### config.mk
export PLATFORM = sky130hd
export DESIGN_NAME = imem_loader
export DESIGN_NICKNAME = d
export VERILOG_FILES = /design/src/rtl/imem_loader.sv
export SDC_FILE = /design/constraint.sdc
export NUM_CORES = 1
export LEC_CHECK = 0
export ABC_AREA = 1
export CAP_MARGIN = 0
export CORE_MARGIN = 5
export CORE_UTILIZATION = 53
export DETAILED_ROUTE_END_ITERATION = 16
export PLACE_DENSITY = 0.83
export SKIP_LAST_GASP = 1
export SYNTH_ARGS = -nofsm -noshare
export SYNTH_HDL_FRONTEND = slang
export SYNTH_SLANG_ARGS = --single-unit
### constraint.sdc
create_clock -name clk_i -period 10.3 [get_ports clk_i]
set_input_delay 2.06 -clock clk_i [delete_from_list [all_inputs] [get_ports clk_i]]
set_output_delay 2.06 -clock clk_i [all_outputs]
set_load 0.01 [all_outputs]
### src/rtl/imem_loader.sv
// -----------------------------------------------------------------------------
// imem_loader
//
// Boot-time instruction memory loader. Receives a little-endian byte stream
// (16-bit word count N, then N 32-bit words, LSB first) over a valid/ready
// handshake. It writes each assembled word to consecutive word-aligned
// addresses starting at 0, and holds the core in reset until the image is in
// memory.
//
// Ports:
//   clk_i       system clock, rising edge
//   rst_i       asynchronous active-high reset
//   rx_data_i   stream byte
//   rx_valid_i  rx_data_i holds a valid byte
//   rx_ready_o  loader accepts a byte this cycle
//   wr_en_o     instruction memory write strobe (one cycle per word)
//   wr_addr_o   byte address of the write, word aligned
//   wr_data_o   instruction word to write
//   core_rst_o  core reset, released once the load completes
//   done_o      image loaded (sticky until rst_i)
//   error_o     header word count exceeds capacity (sticky until rst_i)
// -----------------------------------------------------------------------------
module imem_loader #(
  parameter int AddressWidth = 10
) (
  input  logic                    clk_i,
  input  logic                    rst_i,
  input  logic [7:0]              rx_data_i,
  input  logic                    rx_valid_i,
  output logic                    rx_ready_o,
  output logic                    wr_en_o,
  output logic [AddressWidth-1:0] wr_addr_o,
  output logic [31:0]             wr_data_o,
  output logic                    core_rst_o,
  output logic                    done_o,
  output logic                    error_o
);

  localparam int IdxW = AddressWidth - 2;
  // Capacity in words, held in 17 bits so N == capacity compares cleanly.
  localparam logic [16:0] Capacity = 17'(2 ** IdxW);

  typedef enum logic [2:0] {
    S_IDLE,
    S_CNT_LO,
    S_CNT_HI,
    S_CHECK,
    S_WORD,
    S_WRITE,
    S_DONE,
    S_ERROR
  } state_t;

  state_t            state_q, state_d;
  logic [15:0]       cnt_q, cnt_d;
  logic [IdxW-1:0]   idx_q, idx_d;
  logic [1:0]        byte_q, byte_d;
  logic [31:0]       word_q, word_d;

  logic              rx_ready_q;
  logic              wr_en_q;
  logic [AddressWidth-1:0] wr_addr_q;
  logic [31:0]       wr_data_q;
  logic              core_rst_q;
  logic              done_q;
  logic              error_q;

  logic              accept;

  // The ready flag comes from a register, so the handshake never depends
  // combinationally on rx_valid_i.
  assign accept = rx_valid_i & rx_ready_q;

  always_comb begin
    state_d = state_q;
    cnt_d   = cnt_q;
    idx_d   = idx_q;
    byte_d  = byte_q;
    word_d  = word_q;
    unique case (state_q)
      S_IDLE: state_d = S_CNT_LO;
      S_CNT_LO: begin
        if (accept) begin
          cnt_d[7:0] = rx_data_i;
          state_d    = S_CNT_HI;
        end
      end
      S_CNT_HI: begin
        if (accept) begin
          cnt_d[15:8] = rx_data_i;
          state_d     = S_CHECK;
        end
      end
      S_CHECK: begin
        if (cnt_q == 16'd0) begin
          state_d = S_DONE;
        end else if ({1'b0, cnt_q} > Capacity) begin
          state_d = S_ERROR;
        end else begin
          idx_d   = '0;
          byte_d  = 2'd0;
          state_d = S_WORD;
        end
      end
      S_WORD: begin
        if (accept) begin
          word_d[{byte_q, 3'b000} +: 8] = rx_data_i;
          byte_d = byte_q + 2'd1;
          if (byte_q == 2'd3) state_d = S_WRITE;
        end
      end
      S_WRITE: begin
        // The index may wrap to 0 after the last word of a full image; it is
        // never used again because the next state is DONE.
        idx_d = idx_q + 1'b1;
        if (17'(idx_q) + 17'd1 == {1'b0, cnt_q}) begin
          state_d = S_DONE;
        end else begin
          byte_d  = 2'd0;
          state_d = S_WORD;
        end
      end
      S_DONE:  state_d = S_DONE;
      S_ERROR: state_d = S_ERROR;
      default: state_d = S_IDLE;
    endcase
  end

  // Outputs are registered from the next state so each one is valid in the
  // same cycle that the FSM occupies the matching state.
  always_ff @(posedge clk_i or posedge rst_i) begin
    if (rst_i) begin
      state_q    <= S_IDLE;
      cnt_q      <= '0;
      idx_q      <= '0;
      byte_q     <= '0;
      word_q     <= '0;
      rx_ready_q <= 1'b0;
      wr_en_q    <= 1'b0;
      wr_addr_q  <= '0;
      wr_data_q  <= '0;
      core_rst_q <= 1'b1;
      done_q     <= 1'b0;
      error_q    <= 1'b0;
    end else begin
      state_q    <= state_d;
      cnt_q      <= cnt_d;
      idx_q      <= idx_d;
      byte_q     <= byte_d;
      word_q     <= word_d;
      rx_ready_q <= (state_d == S_CNT_LO) || (state_d == S_CNT_HI) ||
                    (state_d == S_WORD);
      wr_en_q    <= (state_d == S_WRITE);
      if (state_q == S_WORD && state_d == S_WRITE) begin
        wr_addr_q <= {idx_q, 2'b00};
        wr_data_q <= word_d;
      end
      core_rst_q <= (state_d != S_DONE);
      done_q     <= (state_d == S_DONE);
      error_q    <= (state_d == S_ERROR);
    end
  end

  assign rx_ready_o = rx_ready_q;
  assign wr_en_o    = wr_en_q;
  assign wr_addr_o  = wr_addr_q;
  assign wr_data_o  = wr_data_q;
  assign core_rst_o = core_rst_q;
  assign done_o     = done_q;
  assign error_o    = error_q;

endmodule

# Yosys cells after proc, flatten, opt, wreduce, memory -nomap -nowiden
# Index checks and enable logic that the tools add are counted.
# word_totals
regBits	106
in_bits	11
out_inout_bits	47
elab_cells	71
# classes
n_addsub	4
n_lt_le_gt_ge	1
eq_ne	20
n_shift	2
muxes	19
bitwise	1
n_reduce_logical	11
# op_table
operator	n
$mux W32	2
$bwmux W32	1
$shift A8 B7 Y32 const A	1
$shiftx A8 B7 Y32	1
$eq A3 B3 Y1 const B	8
$pmux W3 S8	1
$eq A9 B16 Y1	1
$gt A16 B9 Y1 const B	1
$logic_not A16 Y1	1
$mux W8	2
$pmux W8 S2	1
$mux W2	7
$mux W3	4
$add A8 B1 Y9 const B	1
$eq A3 B2 Y1 const B	3
$add A8 B1 Y8 const B	1
$ne A2 B2 Y1 const B	4
$neg A5 Y7	1
$eq A3 B1 Y1 const B	2
$pmux W2 S3	1
$reduce_and A5 Y1	1
$reduce_and A2 Y1	2
$logic_not A3 Y1	1
$ne A3 B3 Y1 const B	1
other kinds (8)	9

# Longest topological paths before layout
# logic_depth
depth_word	7
ltp_mapped	13
mapped_depth_nobuf	13

# Worst setup path after synthesis
# No wires, ideal clock.
# synth_timing
path_kind	input to register
start	input rx_valid_i
end	register wr_data_q[24] (netlist: wr_data_o[24])
setup_time_ps	117
arrival_time_ps	2997
required_time_ps	10183
path_slack_ps	7186
cell_stages	8
path_buffers	1
path_cell_list	nand2_1 inv_2 nand2_1 buf_2 o21ai_0 o41ai_2 nand2_1 nand2_1
# synth_between
word_cells_on_any_way	9
cone_classes	1 x eq/ne; 6 x mux; 1 x bitwise; 1 x reduce/logical
# synth_lines
item	line_no	source
start, declared	29	input logic rx_valid_i,
$and A1 B1 Y1	72	assign accept = rx_valid_i & rx_ready_q;
$mux W32	106	if (accept) begin
$mux W32	80	unique case (state_q)
named net word_d[24]	58	logic [31:0] word_q, word_d;
end signal, assigned	156	wr_data_q <= word_d;
end, declared	63	logic [31:0] wr_data_q;
# The timed path passes the listed nets, and every way through them passes these cells.
# A chain may end at the register's enable or synchronous reset.

# Worst setup path after layout
# layout_timing
start	input rx_valid_i
end	register wr_data_q[1] (netlist: wr_data_o[1])
# layout_between
elab_chain_cells	5
word_cells_on_any_way	9
cone_classes	1 x eq/ne; 6 x mux; 1 x bitwise; 1 x reduce/logical
# layout_rtl
item	line_no	source
$and A1 B1 Y1 *	72	
$mux W3 (on tied branches)	106, 83, 89	
$pmux W3 S8	80	
$eq A3 B3 Y1	154	if (state_q == S_WORD && state_d == S_WRITE) begin
$logic_and A1 B1 Y1	154	
# Every way passes the cells marked *; elsewhere a longest branch is shown, timed or not.

==> flow_metrics.env <==
export IMPL_power_leakage_nw=2.78
export IMPL_cp_top_family="buffers and inverters"
export IMPL_io_buffer_count=55
export IMPL_switchingPower_uw=164
export IMPL_layout_min_cycle_time_ns=3.68
export IMPL_holdBufCountCts=0
export IMPL_tns_ns=0
export IMPL_crit_start="rx_valid_i"
export IMPL_synth_cells=557
export IMPL_avgSynthCellArea_sq_um=8.83
export IMPL_relSlewSlack=0.229
export IMPL_postCtsSetupBuffers=0
export IMPL_hold_class="reg2reg"
export IMPL_cts_buffers_inserted=9
export IMPL_critPathMaxStageDelay_ns=0.84
export IMPL_final_hold_viol_count=0
export IMPL_dp_final_hpwl_um=7750
export IMPL_r2r_start="byte_q[0]$_DFFE_PP0P_"
export IMPL_drt_initial_drc_count=249
export IMPL_setup_slack_ns=6.62
export IMPL_cp_start_kind="input pin"
export IMPL_cts_tree="done"
export IMPL_final_util=0.622
export IMPL_place_congestion=0.890
export IMPL_cpMostUsedCell="nand2_1"
export IMPL_fin_crit_sh=0.357
export IMPL_crit_path_end_kind="register"
export IMPL_mostFrequentLayoutCell="nand2_1"
export IMPL_vias=3907
export IMPL_critical_path_slowest_cell="inv_1"
export IMPL_clk_latency_ns=0.38
export IMPL_layout_drive_gt1_share=0.102
export IMPL_endpoint="wr_data_o[1]$_DFFE_PP0P_"
export IMPL_drt_total_wl_um=10900
export IMPL_cp_required_ns=10.61
export IMPL_coreArea_sq_um=9150
export IMPL_setup_violations=0
export IMPL_max_freq_mhz=272
export IMPL_via_per_inst=5.44
export IMPL_antenna_left=0
export IMPL_diodes=0
export IMPL_powerDensity_nw_per_um2=120
export IMPL_clk_root_buffer_cell="clkbuf_8"
export IMPL_p_clk_frac=0.364
export IMPL_syn2layout_area_growth_pct=15.8
export IMPL_p_seq_frac=0.611
export IMPL_grt_max_degree=75
export IMPL_wl_per_cell_um=15.2
export IMPL_ys_warn_count=0
export IMPL_final_nets=620
export IMPL_irDropWorstVdd_uv=68.8
export IMPL_critPathBufInv=3
export IMPL_num_rows=35
export IMPL_power_uw=681
export IMPL_cts_resized=0
export IMPL_mostFrequentLayoutCells="189 x nand2_1, 105 x dfrtp_1, 55 x clkdlybuf4s50_1, 54 x o21ai_0, 37 x inv_1"
export IMPL_cp_depth=8
export IMPL_clk_pin_slew_ns=0.10
export IMPL_ys_seq_area_frac=0.540
export IMPL_ys_ff_latch=106
export IMPL_cts_sinks=106
export IMPL_switching_share=0.241
export IMPL_worst_pin_slew_ns=1.16
export IMPL_h_tree_depth=3
export IMPL_critical_path_arrival_ns=3.99
export IMPL_rrSetupSlack_ns=7.74
export IMPL_slew_violations=0
export IMPL_grt_ovfl_total=0
export IMPL_path_cells="clkdlybuf4s50_1, nand2_1, inv_2, nand2_1, nor2_4, inv_1, nand2_1, nand2_1"
export IMPL_grt_pass1_wl_um=18100
export IMPL_n_fill_cell=795
export IMPL_crit_path_max_fanout=39
export IMPL_timing_rr_end="wr_data_o[11]$_DFFE_PP0P_"
export IMPL_p_int_uw=517
export IMPL_rsz0062_at_grt="false"
export IMPL_synth_cell_types=33
export IMPL_track_usage=0.199
export IMPL_share_comb_of_total_power=0.025
export IMPL_clk_path_buf_depth=2
export IMPL_die_w_um=106
export IMPL_dr_pass1_iters=4
export IMPL_netlist_area_sq_um=4920
export IMPL_start_util=0.537
export IMPL_status="finished clean"
export IMPL_die_area_sq_um=11300
export IMPL_fin_skew_ns=0.0138
export IMPL_pre_cts_ws_ns=6.21
export IMPL_drc=0
export IMPL_die_y_um=106
export IMPL_criticalPathCategory="in2reg"
export IMPL_io_pins=58
export IMPL_rr_worst_depth=6
export IMPL_grt_pass1_vias=3810
export IMPL_antenna_found_initial=0
export IMPL_max_cap_viol_count=0
==> metal layers <==
layer	track usage	vias up	routed length, um
met3	0.0316	25	523
li1	-	1904	-
met4	0.0860	0	277
met5	0	-	0
met1	0.267	1871	4940
met2	0.320	107	5190
==> how the worst min path moves through the flow <==
stage / startpoint / to / cells past startpoint
2_1_floorplan: cnt_q[10]$_DFFE_PP0P_ / cnt_q[10]$_DFFE_PP0P_ / 2
3_3_place_gp: wr_addr_o[3]$_DFFE_PP0P_ / wr_addr_o[3]$_DFFE_PP0P_ / 2
3_5_place_dp: wr_data_o[14]$_DFFE_PP0P_ / wr_data_o[14]$_DFFE_PP0P_ / 2
4_1_cts: wr_addr_o[3]$_DFFE_PP0P_ / wr_addr_o[3]$_DFFE_PP0P_ / 2
5_1_grt: wr_addr_o[3]$_DFFE_PP0P_ / wr_addr_o[3]$_DFFE_PP0P_ / 2
6_report: wr_data_o[27]$_DFFE_PP0P_ / wr_data_o[27]$_DFFE_PP0P_ / 2
==> worst register-to-register path, cell delays in order (launching register included) <==
cell and delay [ns]:
dfrtp_1 0.65, inv_1 0.19, ha_1 0.68, inv_2 0.21, o41ai_1 0.60, nand2_1 0.11
nand2_1 0.08
==> cells in the mapped netlist, drive strengths merged <==
cell type  number  share of area
or2             1         0.0013
and2            1         0.0013
dfrtp         105           0.53
o21ai          60          0.061
xor2            1         0.0018
ha              7          0.018
nor3b           1         0.0015
nand2         193           0.15
a21oi           1         0.0010
nor3           12          0.014
o22ai           6         0.0076
clkbuf          7         0.0053
inv            46          0.035
nand3          32          0.042
nand4           5         0.0064
nor2           35          0.036
o41ai          16          0.047
buf            17          0.019
o21bai          1         0.0015
conb            1        0.00076
dfstp           1         0.0053
a31oi           8          0.010
==> layout make-up <==
type / instances / area [sq um] / share of cell area
clock buffers: 10 / 138 / 0.0242
clock inverters: 6 / 50.0 / 0.00879
inverters: 46 / 175 / 0.0308
multi-input cells: 382 / 1970 / 0.347
flip-flops and latches: 106 / 2650 / 0.466
well taps: 111 / 139 / 0.0244
repair buffers: 57 / 566 / 0.0993
==> sequential cells by signal, indices dropped and copies added, names as in the netlist <==
name and cells:
idx_q 8, cnt_q 16, wr_data_o 32, state_q 3
done_o 1, byte_q 2, error_o 1, wr_addr_o 8
rx_ready_o 1, word_q 32, wr_en_o 1, core_rst_o 1
==> kinds of logic after synthesis <==
family / Yosys count / share of synthesized area
and+or+nand+nor: 280 / 0.252
adders and majority gates: 7 / 0.0178
buffers and inverters: 70 / 0.0598
AOI/OAI and AO/OA: 92 / 0.128
xor gates and xnor gates: 1 / 0.00178
DFF: 106 / 0.540
other: 1 / 0.000762
==> power groups by stage <==
stage	logic [mW]	registers (mW)	clock network, mW
finish	0.0169	0.416	0.248
detailed placement	0.0174	0.424	0
global placement	0.0170	0.424	0
global route	0.0194	0.416	0.266
CTS	0.0174	0.416	0.250
floorplan	0.00863	0.424	0
==> through the flow <==
| stage | cells | hold WS [ns] | cell area [sq um] |
|---|---|---|---|
| floorplan | 558 | 0.453 | 4920 |
| global placement | 702 | 0.462 | 5510 |
| detailed placement | 702 | 0.465 | 5510 |
| CTS | 718 | 0.493 | 5700 |
| global route | 718 | 0.517 | 5700 |
| finish | 718 | 0.490 | 5700 |
Power figures use the tool's default switching activity.
